<file path="config.mk">
export PLATFORM = sky130hd
export DESIGN_NAME = fb_bank_arbiter_flat
export DESIGN_NICKNAME = d
export VERILOG_FILES = /design/src/rtl/gb_video_pkg.sv /design/src/rtl/fb_bank_arbiter_if.sv /design/src/rtl/fb_wr_fifo.sv /design/src/rtl/fb_bank_arbiter.sv /design/src/flat_wrapper.sv
export SDC_FILE = /design/constraint.sdc
export NUM_CORES = 1
export LEC_CHECK = 0
export CAP_MARGIN = 20
export CELL_PAD_IN_SITES_DETAIL_PLACEMENT = 0
export CELL_PAD_IN_SITES_GLOBAL_PLACEMENT = 1
export CORE_ASPECT_RATIO = 0.5
export CORE_MARGIN = 2
export CORE_UTILIZATION = 47
export CTS_BUF_LIST = sky130_fd_sc_hd__clkbuf_4 sky130_fd_sc_hd__clkbuf_8
export DETAILED_ROUTE_END_ITERATION = 12
export PLACE_DENSITY = 0.85
export SYNTH_ARGS = -nofsm -noshare
export SYNTH_HDL_FRONTEND = slang
export SYNTH_SLANG_ARGS = --single-unit
</file>
<file path="constraint.sdc">
create_clock -name gpuclk -period 2.56 [get_ports gpuclk]
set_input_delay 0.384 -clock gpuclk [delete_from_list [all_inputs] [get_ports gpuclk]]
set_output_delay 0.384 -clock gpuclk [all_outputs]
set_load 0.05 [all_outputs]
</file>
<file path="src/rtl/gb_video_pkg.sv">
// Shared Game Boy video types: screen geometry, framebuffer address width,
// pixel type and the bank-swap FSM state encoding.
// No logic; imported by the framebuffer arbiter files and its bench.
package gb_video_pkg;

  localparam int GB_W      = 160;
  localparam int GB_H      = 144;
  localparam int FB_ADDR_W = 15;

  // RGB555 plus one spare bit
  typedef logic [15:0] pixel_t;

  typedef enum logic [1:0] {
    ST_IDLE    = 2'd0,
    ST_PENDING = 2'd1,
    ST_SWAP    = 2'd2
  } swap_state_e;

endpackage

</file>
<file path="src/rtl/fb_bank_arbiter_if.sv">
// Bundle of writer, display-reader and RAM-port signals of the framebuffer arbiter.
// slave: arbiter side. master: the surrounding video path / RAM side.
// Flow control is wr_valid/wr_ready on the writer; reads are fire-and-forget.
interface fb_bank_arbiter_if
  import gb_video_pkg::*;
#(
  parameter int ADDR_W = FB_ADDR_W,
  parameter int DATA_W = 16
);
  logic              wr_valid;
  logic              wr_ready;
  logic [ADDR_W-1:0] wr_addr;
  logic [DATA_W-1:0] wr_data;
  logic              wr_frame_done;
  logic              rd_req;
  logic [ADDR_W-1:0] rd_addr;
  logic              rd_valid;
  logic [DATA_W-1:0] rd_data;
  logic              disp_vblank;
  logic              front_bank;
  logic [7:0]        frame_drops;
  logic [ADDR_W:0]   ram_addr;
  logic              ram_we;
  logic [DATA_W-1:0] ram_din;
  logic [DATA_W-1:0] ram_dout;

  modport slave (
    input  wr_valid, wr_addr, wr_data, wr_frame_done, rd_req, rd_addr,
           disp_vblank, ram_dout,
    output wr_ready, rd_valid, rd_data, front_bank, frame_drops,
           ram_addr, ram_we, ram_din
  );

  modport master (
    output wr_valid, wr_addr, wr_data, wr_frame_done, rd_req, rd_addr,
           disp_vblank, ram_dout,
    input  wr_ready, rd_valid, rd_data, front_bank, frame_drops,
           ram_addr, ram_we, ram_din
  );
endinterface

</file>
<file path="src/rtl/fb_wr_fifo.sv">
// Small synchronous FIFO buffering pixel writes in front of the RAM port.
// Latency: a pushed entry is visible on dout (empty low) the cycle after push.
// Backpressure: full/empty are registered; push when full / pop when empty are ignored.
module fb_wr_fifo
  import gb_video_pkg::*;
#(
  parameter int WIDTH = 31,
  parameter int DEPTH = 4
) (
  input  logic             gpuclk,
  input  logic             gpuclk_rst_b,
  input  logic             push,
  input  logic             pop,
  input  logic [WIDTH-1:0] din,
  output logic [WIDTH-1:0] dout,
  output logic             full,
  output logic             empty
);
  localparam int PTR_W = $clog2(DEPTH);
  localparam int CNT_W = PTR_W + 1;

  logic [WIDTH-1:0] mem_q [DEPTH];
  logic [PTR_W-1:0] wr_ptr_q, rd_ptr_q;
  logic [CNT_W-1:0] count_q, count_d;
  logic             full_q, empty_q;
  logic             push_ok, pop_ok;

  assign push_ok = push && !full_q;
  assign pop_ok  = pop && !empty_q;
  assign dout    = mem_q[rd_ptr_q];
  assign full    = full_q;
  assign empty   = empty_q;

  // Next occupancy: a simultaneous push and pop leaves it unchanged
  always_comb begin
    count_d = count_q;
    if (push_ok && !pop_ok)      count_d = count_q + 1'b1;
    else if (!push_ok && pop_ok) count_d = count_q - 1'b1;
  end

  // Pointers, occupancy and flags registered from the next occupancy
  always_ff @(posedge gpuclk or negedge gpuclk_rst_b) begin
    if (!gpuclk_rst_b) begin
      wr_ptr_q <= '0;
      rd_ptr_q <= '0;
      count_q  <= '0;
      full_q   <= 1'b0;
      empty_q  <= 1'b1;
    end else begin
      if (push_ok) wr_ptr_q <= wr_ptr_q + 1'b1;
      if (pop_ok)  rd_ptr_q <= rd_ptr_q + 1'b1;
      count_q <= count_d;
      full_q  <= (count_d == CNT_W'(DEPTH));
      empty_q <= (count_d == '0);
    end
  end

  // Entry storage; contents are don't-care until pushed
  always_ff @(posedge gpuclk) begin
    if (push_ok) mem_q[wr_ptr_q] <= din;
  end
endmodule

</file>
<file path="src/rtl/fb_bank_arbiter.sv">
// Dual-bank framebuffer owner: display reads win the RAM port, queued pixel writes fill idle slots, bank swap in vblank.
// Latency: RAM op registered 1 cycle after request; rd_valid/rd_data RAM_LAT+1 cycles after rd_req.
// Backpressure: wr_ready drops when the write FIFO is full; continuous reads may stall the writer indefinitely.
module fb_bank_arbiter
  import gb_video_pkg::*;
#(
  parameter int ADDR_W     = FB_ADDR_W,
  parameter int DATA_W     = 16,
  parameter int FIFO_DEPTH = 4,
  // counts from the request cycle and includes the ram_addr register; must be >= 1
  parameter int RAM_LAT    = 1
) (
  input  logic             gpuclk,
  input  logic             gpuclk_rst_b,
  fb_bank_arbiter_if.slave bus
);
  localparam int ENT_W = ADDR_W + DATA_W;

  logic              ready_en_q;
  logic              fifo_full, fifo_empty, push, pop;
  logic [ENT_W-1:0]  fifo_dout;

  logic [ADDR_W:0]   ram_addr_q, ram_addr_d;
  logic              ram_we_q, ram_we_d;
  logic [DATA_W-1:0] ram_din_q, ram_din_d;

  logic [RAM_LAT:0]  rd_pipe_q;
  logic [DATA_W-1:0] rd_data_q;

  swap_state_e       state_q, state_d;
  logic              front_q, front_d;
  logic [7:0]        drops_q, drops_d;

  // ready_en_q keeps wr_ready low through reset and releases it one clock later
  assign bus.wr_ready    = ready_en_q && !fifo_full;
  assign push            = bus.wr_valid && bus.wr_ready;
  assign pop             = !bus.rd_req && !fifo_empty;

  assign bus.ram_addr    = ram_addr_q;
  assign bus.ram_we      = ram_we_q;
  assign bus.ram_din     = ram_din_q;
  assign bus.rd_valid    = rd_pipe_q[RAM_LAT];
  assign bus.rd_data     = rd_data_q;
  assign bus.front_bank  = front_q;
  assign bus.frame_drops = drops_q;

  fb_wr_fifo #(.WIDTH(ENT_W), .DEPTH(FIFO_DEPTH)) u_fifo (
    .gpuclk       (gpuclk),
    .gpuclk_rst_b (gpuclk_rst_b),
    .push         (push),
    .pop          (pop),
    .din          ({bus.wr_addr, bus.wr_data}),
    .dout         (fifo_dout),
    .full         (fifo_full),
    .empty        (fifo_empty)
  );

  // One RAM op per cycle: read to the front bank wins, else drain a write to the back bank
  always_comb begin
    ram_addr_d = ram_addr_q;
    ram_we_d   = 1'b0;
    ram_din_d  = ram_din_q;
    if (bus.rd_req) begin
      ram_addr_d = {front_q, bus.rd_addr};
    end else if (!fifo_empty) begin
      ram_addr_d = {~front_q, fifo_dout[ENT_W-1:DATA_W]};
      ram_we_d   = 1'b1;
      ram_din_d  = fifo_dout[DATA_W-1:0];
    end
  end

  // Swap FSM: wait for a finished frame, a drained FIFO and vblank; count frames overtaken meanwhile
  always_comb begin
    state_d = state_q;
    front_d = front_q;
    drops_d = drops_q;
    case (state_q)
      ST_IDLE: begin
        if (bus.wr_frame_done) state_d = ST_PENDING;
      end
      ST_PENDING: begin
        if (bus.wr_frame_done) begin
          if (drops_q != 8'hFF) drops_d = drops_q + 8'd1;
        end else if (fifo_empty && !push && bus.disp_vblank) begin
          state_d = ST_SWAP;
        end
      end
      ST_SWAP: begin
        front_d = ~front_q;
        state_d = bus.wr_frame_done ? ST_PENDING : ST_IDLE;
      end
      default: state_d = ST_IDLE;
    endcase
  end

  // State, RAM port, read-return pipe and status registers
  always_ff @(posedge gpuclk or negedge gpuclk_rst_b) begin
    if (!gpuclk_rst_b) begin
      ready_en_q <= 1'b0;
      ram_addr_q <= '0;
      ram_we_q   <= 1'b0;
      ram_din_q  <= '0;
      rd_pipe_q  <= '0;
      rd_data_q  <= '0;
      state_q    <= ST_IDLE;
      front_q    <= 1'b0;
      drops_q    <= '0;
    end else begin
      ready_en_q <= 1'b1;
      ram_addr_q <= ram_addr_d;
      ram_we_q   <= ram_we_d;
      ram_din_q  <= ram_din_d;
      rd_pipe_q  <= {rd_pipe_q[RAM_LAT-1:0], bus.rd_req};
      if (rd_pipe_q[RAM_LAT-1]) rd_data_q <= bus.ram_dout;
      state_q    <= state_d;
      front_q    <= front_d;
      drops_q    <= drops_d;
    end
  end
endmodule

</file>
<file path="src/flat_wrapper.sv">
// flat-port wrapper written by rule: the top's interface ports become plain ports
module fb_bank_arbiter_flat import gb_video_pkg::*;
#(
  parameter int ADDR_W     = FB_ADDR_W,
  parameter int DATA_W     = 16,
  parameter int FIFO_DEPTH = 4,
                                                                                   
  parameter int RAM_LAT    = 1
)
  (gpuclk, gpuclk_rst_b, bus_wr_valid, bus_wr_addr, bus_wr_data, bus_wr_frame_done, bus_rd_req, bus_rd_addr, bus_disp_vblank, bus_ram_dout, bus_wr_ready, bus_rd_valid, bus_rd_data, bus_front_bank, bus_frame_drops, bus_ram_addr, bus_ram_we, bus_ram_din);
  fb_bank_arbiter_if #(.ADDR_W(ADDR_W), .DATA_W(DATA_W)) bus_i ();
  input  logic gpuclk;
  input  logic gpuclk_rst_b;
  input wire logic [$bits(bus_i.wr_valid)-1:0] bus_wr_valid;
  input wire logic [$bits(bus_i.wr_addr)-1:0] bus_wr_addr;
  input wire logic [$bits(bus_i.wr_data)-1:0] bus_wr_data;
  input wire logic [$bits(bus_i.wr_frame_done)-1:0] bus_wr_frame_done;
  input wire logic [$bits(bus_i.rd_req)-1:0] bus_rd_req;
  input wire logic [$bits(bus_i.rd_addr)-1:0] bus_rd_addr;
  input wire logic [$bits(bus_i.disp_vblank)-1:0] bus_disp_vblank;
  input wire logic [$bits(bus_i.ram_dout)-1:0] bus_ram_dout;
  output wire logic [$bits(bus_i.wr_ready)-1:0] bus_wr_ready;
  output wire logic [$bits(bus_i.rd_valid)-1:0] bus_rd_valid;
  output wire logic [$bits(bus_i.rd_data)-1:0] bus_rd_data;
  output wire logic [$bits(bus_i.front_bank)-1:0] bus_front_bank;
  output wire logic [$bits(bus_i.frame_drops)-1:0] bus_frame_drops;
  output wire logic [$bits(bus_i.ram_addr)-1:0] bus_ram_addr;
  output wire logic [$bits(bus_i.ram_we)-1:0] bus_ram_we;
  output wire logic [$bits(bus_i.ram_din)-1:0] bus_ram_din;
  assign bus_i.wr_valid = bus_wr_valid;
  assign bus_i.wr_addr = bus_wr_addr;
  assign bus_i.wr_data = bus_wr_data;
  assign bus_i.wr_frame_done = bus_wr_frame_done;
  assign bus_i.rd_req = bus_rd_req;
  assign bus_i.rd_addr = bus_rd_addr;
  assign bus_i.disp_vblank = bus_disp_vblank;
  assign bus_i.ram_dout = bus_ram_dout;
  assign bus_wr_ready = bus_i.wr_ready;
  assign bus_rd_valid = bus_i.rd_valid;
  assign bus_rd_data = bus_i.rd_data;
  assign bus_front_bank = bus_i.front_bank;
  assign bus_frame_drops = bus_i.frame_drops;
  assign bus_ram_addr = bus_i.ram_addr;
  assign bus_ram_we = bus_i.ram_we;
  assign bus_ram_din = bus_i.ram_din;
  fb_bank_arbiter #(.ADDR_W(ADDR_W), .DATA_W(DATA_W), .FIFO_DEPTH(FIFO_DEPTH), .RAM_LAT(RAM_LAT)) u_core (.gpuclk(gpuclk), .gpuclk_rst_b(gpuclk_rst_b), .bus(bus_i));
endmodule
</file>
==> impl_metrics.json <==
{
  "synth_cell_type_count": 38,
  "port_buffers": 127,
  "top_layer": "met4",
  "final_cells": 737,
  "drc": 0,
  "syn_area_per_cell_sq_um": 20.01,
  "rsz0062_at_grt": "no",
  "cts_tree": "yes",
  "met1_length_um": 6144,
  "relSlewSlack_pct": 37.43,
  "leakage_nw": 3.428,
  "dieArea_sq_um": 17180,
  "antenna_found_initial": 0,
  "synth_edf_count": 124,
  "setup_viol": 0,
  "fillers": 1137,
  "place_congestion": 0.7077,
  "hold_viol": 0,
  "dr.pass1.iters": 5,
  "tns_ns": 0,
  "fin_skew_ns": 0.02398,
  "postRouteAntennaNets": 0,
  "via_per_inst": 5.240,
  "fmax_ghz": 0.4115,
  "drv_cap": 0,
  "synthCells": 378,
  "crit_chain": "nor2b_1, clkdlybuf4s50_1",
  "p_per_area_nw_per_um2": 1058,
  "fin_util_pct": 60.97,
  "antenna_cells": 0,
  "numCtsBuffers": 17,
  "async_reset_ff_share_pct": 36.73,
  "hp-class": "in -> async",
  "drive_above_1_share_pct": 27.20,
  "clock_path_buffers": 2,
  "grt_overflow": 0,
  "die_y_um": 93.70,
  "fin_ws_ns": 0.1296,
  "ys_seq_area_share_pct": 73.07,
  "cts.sinks": 196,
  "area_delta_synth_final_pct": 25.56,
  "clockRootBuffer": "clkbuf_8",
  "cp_data_required_time_ns": 2.18,
  "seq_area_sq_um": 5529,
  "cts-resized-gates": 0,
  "holdBufCountCts": 0,
  "clock_latency_ns": 0.45,
  "final_common_cell": "clkdlybuf4s50_1",
  "crit_slowest_cell": "clkdlybuf4s50_1",
  "num_rows": 32,
  "ys_ff_latch": 196,
  "worstPathArrival_ns": 2.05,
  "dp_hpwl_um": 8985,
  "layout_common_cells": "126 x clkdlybuf4s50_1, 124 x edfxtp_1, 69 x dfrtp_1",
  "ys.flop_type": "edfxtp_1",
  "grt_pass1_vias": 4048,
  "start_util_pct": 48.56,
  "critPathMaxFanout": 5,
  "first_iter_violations": 206,
  "htree_levels": 4,
  "syn_nets": 453,
  "multi_input_area_sq_um": 1912,
  "grt_max_degree": 73,
  "fin_nets": 595,
  "groute.usage.overall_pct": 16.77,
  "drv_slew": 0,
  "die_w_um": 183.4,
  "io-pin-count": 128,
  "grt_pass1_wl_um": 21600,
  "placed_cells": 705,
  "wl_met3_um": 687,
  "place_ws_ns": 0.3347,
  "rrSetupSlack_ns": 0.52,
  "wirelength_um": 13680,
  "crit_path_end_kind": "primary output",
  "post_drt_wl_per_cell_um": 18.56,
  "period_needed_ns": 2.430,
  "coreArea_sq_um": 15570,
  "cp-start-kind": "flip-flop",
  "fin_crit_sh_pct": 94.94,
  "status": "complete, no violations",
  "cts_setup_buffers": 0,
  "clk_pin_slew_ns": 0.11,
  "worst-setup-path-type": "reg -> out",
  "vias": 3862,
  "max_stage_delay_ns": 0.90,
  "syn-cell-area_sq_um": 7564,
  "synth_warnings": 0,
  "peakVddDrop_mv": 0.5461,
  "wl_met2_um": 6759,
  "tightest_slew_ns": 0.9386
}
[registers in the layout, summed over array words and instances, names as in the netlist]
| name | flops |
|---|---|
| u_core.u_fifo.mem_q | 124 |
| u_core.bus.ram_addr | 16 |
| u_core.bus.ram_din | 16 |
| u_core.bus.rd_data | 16 |
| u_core.bus.frame_drops | 8 |
| u_core.u_fifo.count_q | 3 |
| u_core.rd_pipe_q | 2 |
| u_core.state_q | 2 |
| u_core.u_fifo.rd_ptr_q | 2 |
| u_core.u_fifo.wr_ptr_q | 2 |
| u_core.bus.front_bank | 1 |
| u_core.bus.ram_we | 1 |
| u_core.ready_en_q | 1 |
| u_core.u_fifo.empty | 1 |
| u_core.u_fifo.full | 1 |
[Yosys cell counts, types with 2 or more instances]
| cell type | instances | share of area [%] |
|---|---|---|
| mux2_2 | 64 | 9.5 |
| nand3_1 | 5 | 0.33 |
| nor2_1 | 5 | 0.25 |
| edfxtp_1 | 124 | 49 |
| xnor2_1 | 6 | 0.69 |
| inv_1 | 6 | 0.30 |
| o21ai_0 | 2 | 0.13 |
| ha_1 | 7 | 1.2 |
| buf_1 | 3 | 0.15 |
| clkbuf_1 | 4 | 0.20 |
| buf_6 | 3 | 0.45 |
| and3_1 | 4 | 0.33 |
| a21oi_1 | 3 | 0.20 |
| nor2b_1 | 2 | 0.17 |
| buf_2 | 4 | 0.26 |
| nand4_1 | 2 | 0.17 |
| xor2_1 | 8 | 0.93 |
| mux4_1 | 4 | 1.4 |
| dfrtp_1 | 71 | 23 |
| nor3_1 | 3 | 0.20 |
| nand2_1 | 5 | 0.25 |
| mux4_2 | 27 | 8.0 |
[cells by family (layout without fill, tap and decap cells)]
logic type / after synthesis / in the layout / share of synthesized area, %
AND/OR/NAND/NOR: 32 / 32 / 2.283
other: 1 / 1 / 0.04958
flip-flops: 196 / 196 / 73.07
buffers and inverters: 22 / 177 / 1.720
adder cells (fa/ha/maj): 7 / 7 / 1.158
XOR/XNOR: 14 / 14 / 1.621
AO/OA/AOI/OAI: 9 / 9 / 0.8602
multiplexers: 97 / 97 / 19.24
[metal layers]
| metal | up-vias | GRT usage [%] |
|---|---|---|
| met5 | - | 0 |
| met4 | 0 | 4.400 |
| met3 | 8 | 4.341 |
| met2 | 110 | 28.08 |
| met1 | 1985 | 22.14 |
| li1 | 1759 | - |
[area by class of cell]
class / instances / share of cell area (%)
flip-flops and latches: 196 / 58.22
repair buffers: 139 / 14.57
inverters: 6 / 0.2372
clock buffers: 17 / 2.464
clock inverters: 15 / 1.686
multi-input cells: 160 / 20.13
well taps: 204 / 2.688
[power breakdown]
| group | leakage (nW) | switching (mW) | internal [mW] |
|---|---|---|---|
| Clock | 0.197 | 1.19 | 0.738 |
| Combinational | 1.26 | 1.98 | 1.65 |
| Sequential | 1.97 | 0.511 | 3.98 |
[through the flow]
step	area, sq um	hold slack (ns)	power, mW
after floorplan	7564	0.08841	7.044
after detailed placement	9102	0.4893	8.238
after CTS	9497	0.1034	10.17
after global placement	9102	0.4706	8.165
final	9497	0.07939	10.05
after global routing	9497	0.1312	10.53
[worst max-delay path, delay by kind of cell, from the launching register on]
| family | cells | cell delay [ns] |
|---|---|---|
| buffers and inverters | 1 | 0.90 |
| DFF | 1 | 0.41 |
| and+or+nand+nor | 1 | 0.30 |
[final timing paths]
| check | from | to | cells after the start |
|---|---|---|---|
| min in group gpuclk | u_core.state_q[1] | u_core.state_q[1] | 1 |
| max | u_core.u_fifo.full | bus_wr_ready | 2 |
| max in group asynchronous | gpuclk_rst_b | u_core.u_fifo.rd_ptr_q[0] | 1 |
| max reg2reg | u_core.u_fifo.rd_ptr_q[0] | u_core.bus.ram_din[11] | 3 |
| min | gpuclk_rst_b | u_core.bus.frame_drops[7] | 1 |
| min reg2reg | u_core.state_q[1] | u_core.state_q[1] | 1 |
Note: power is estimated with default switching activity, not from simulation.
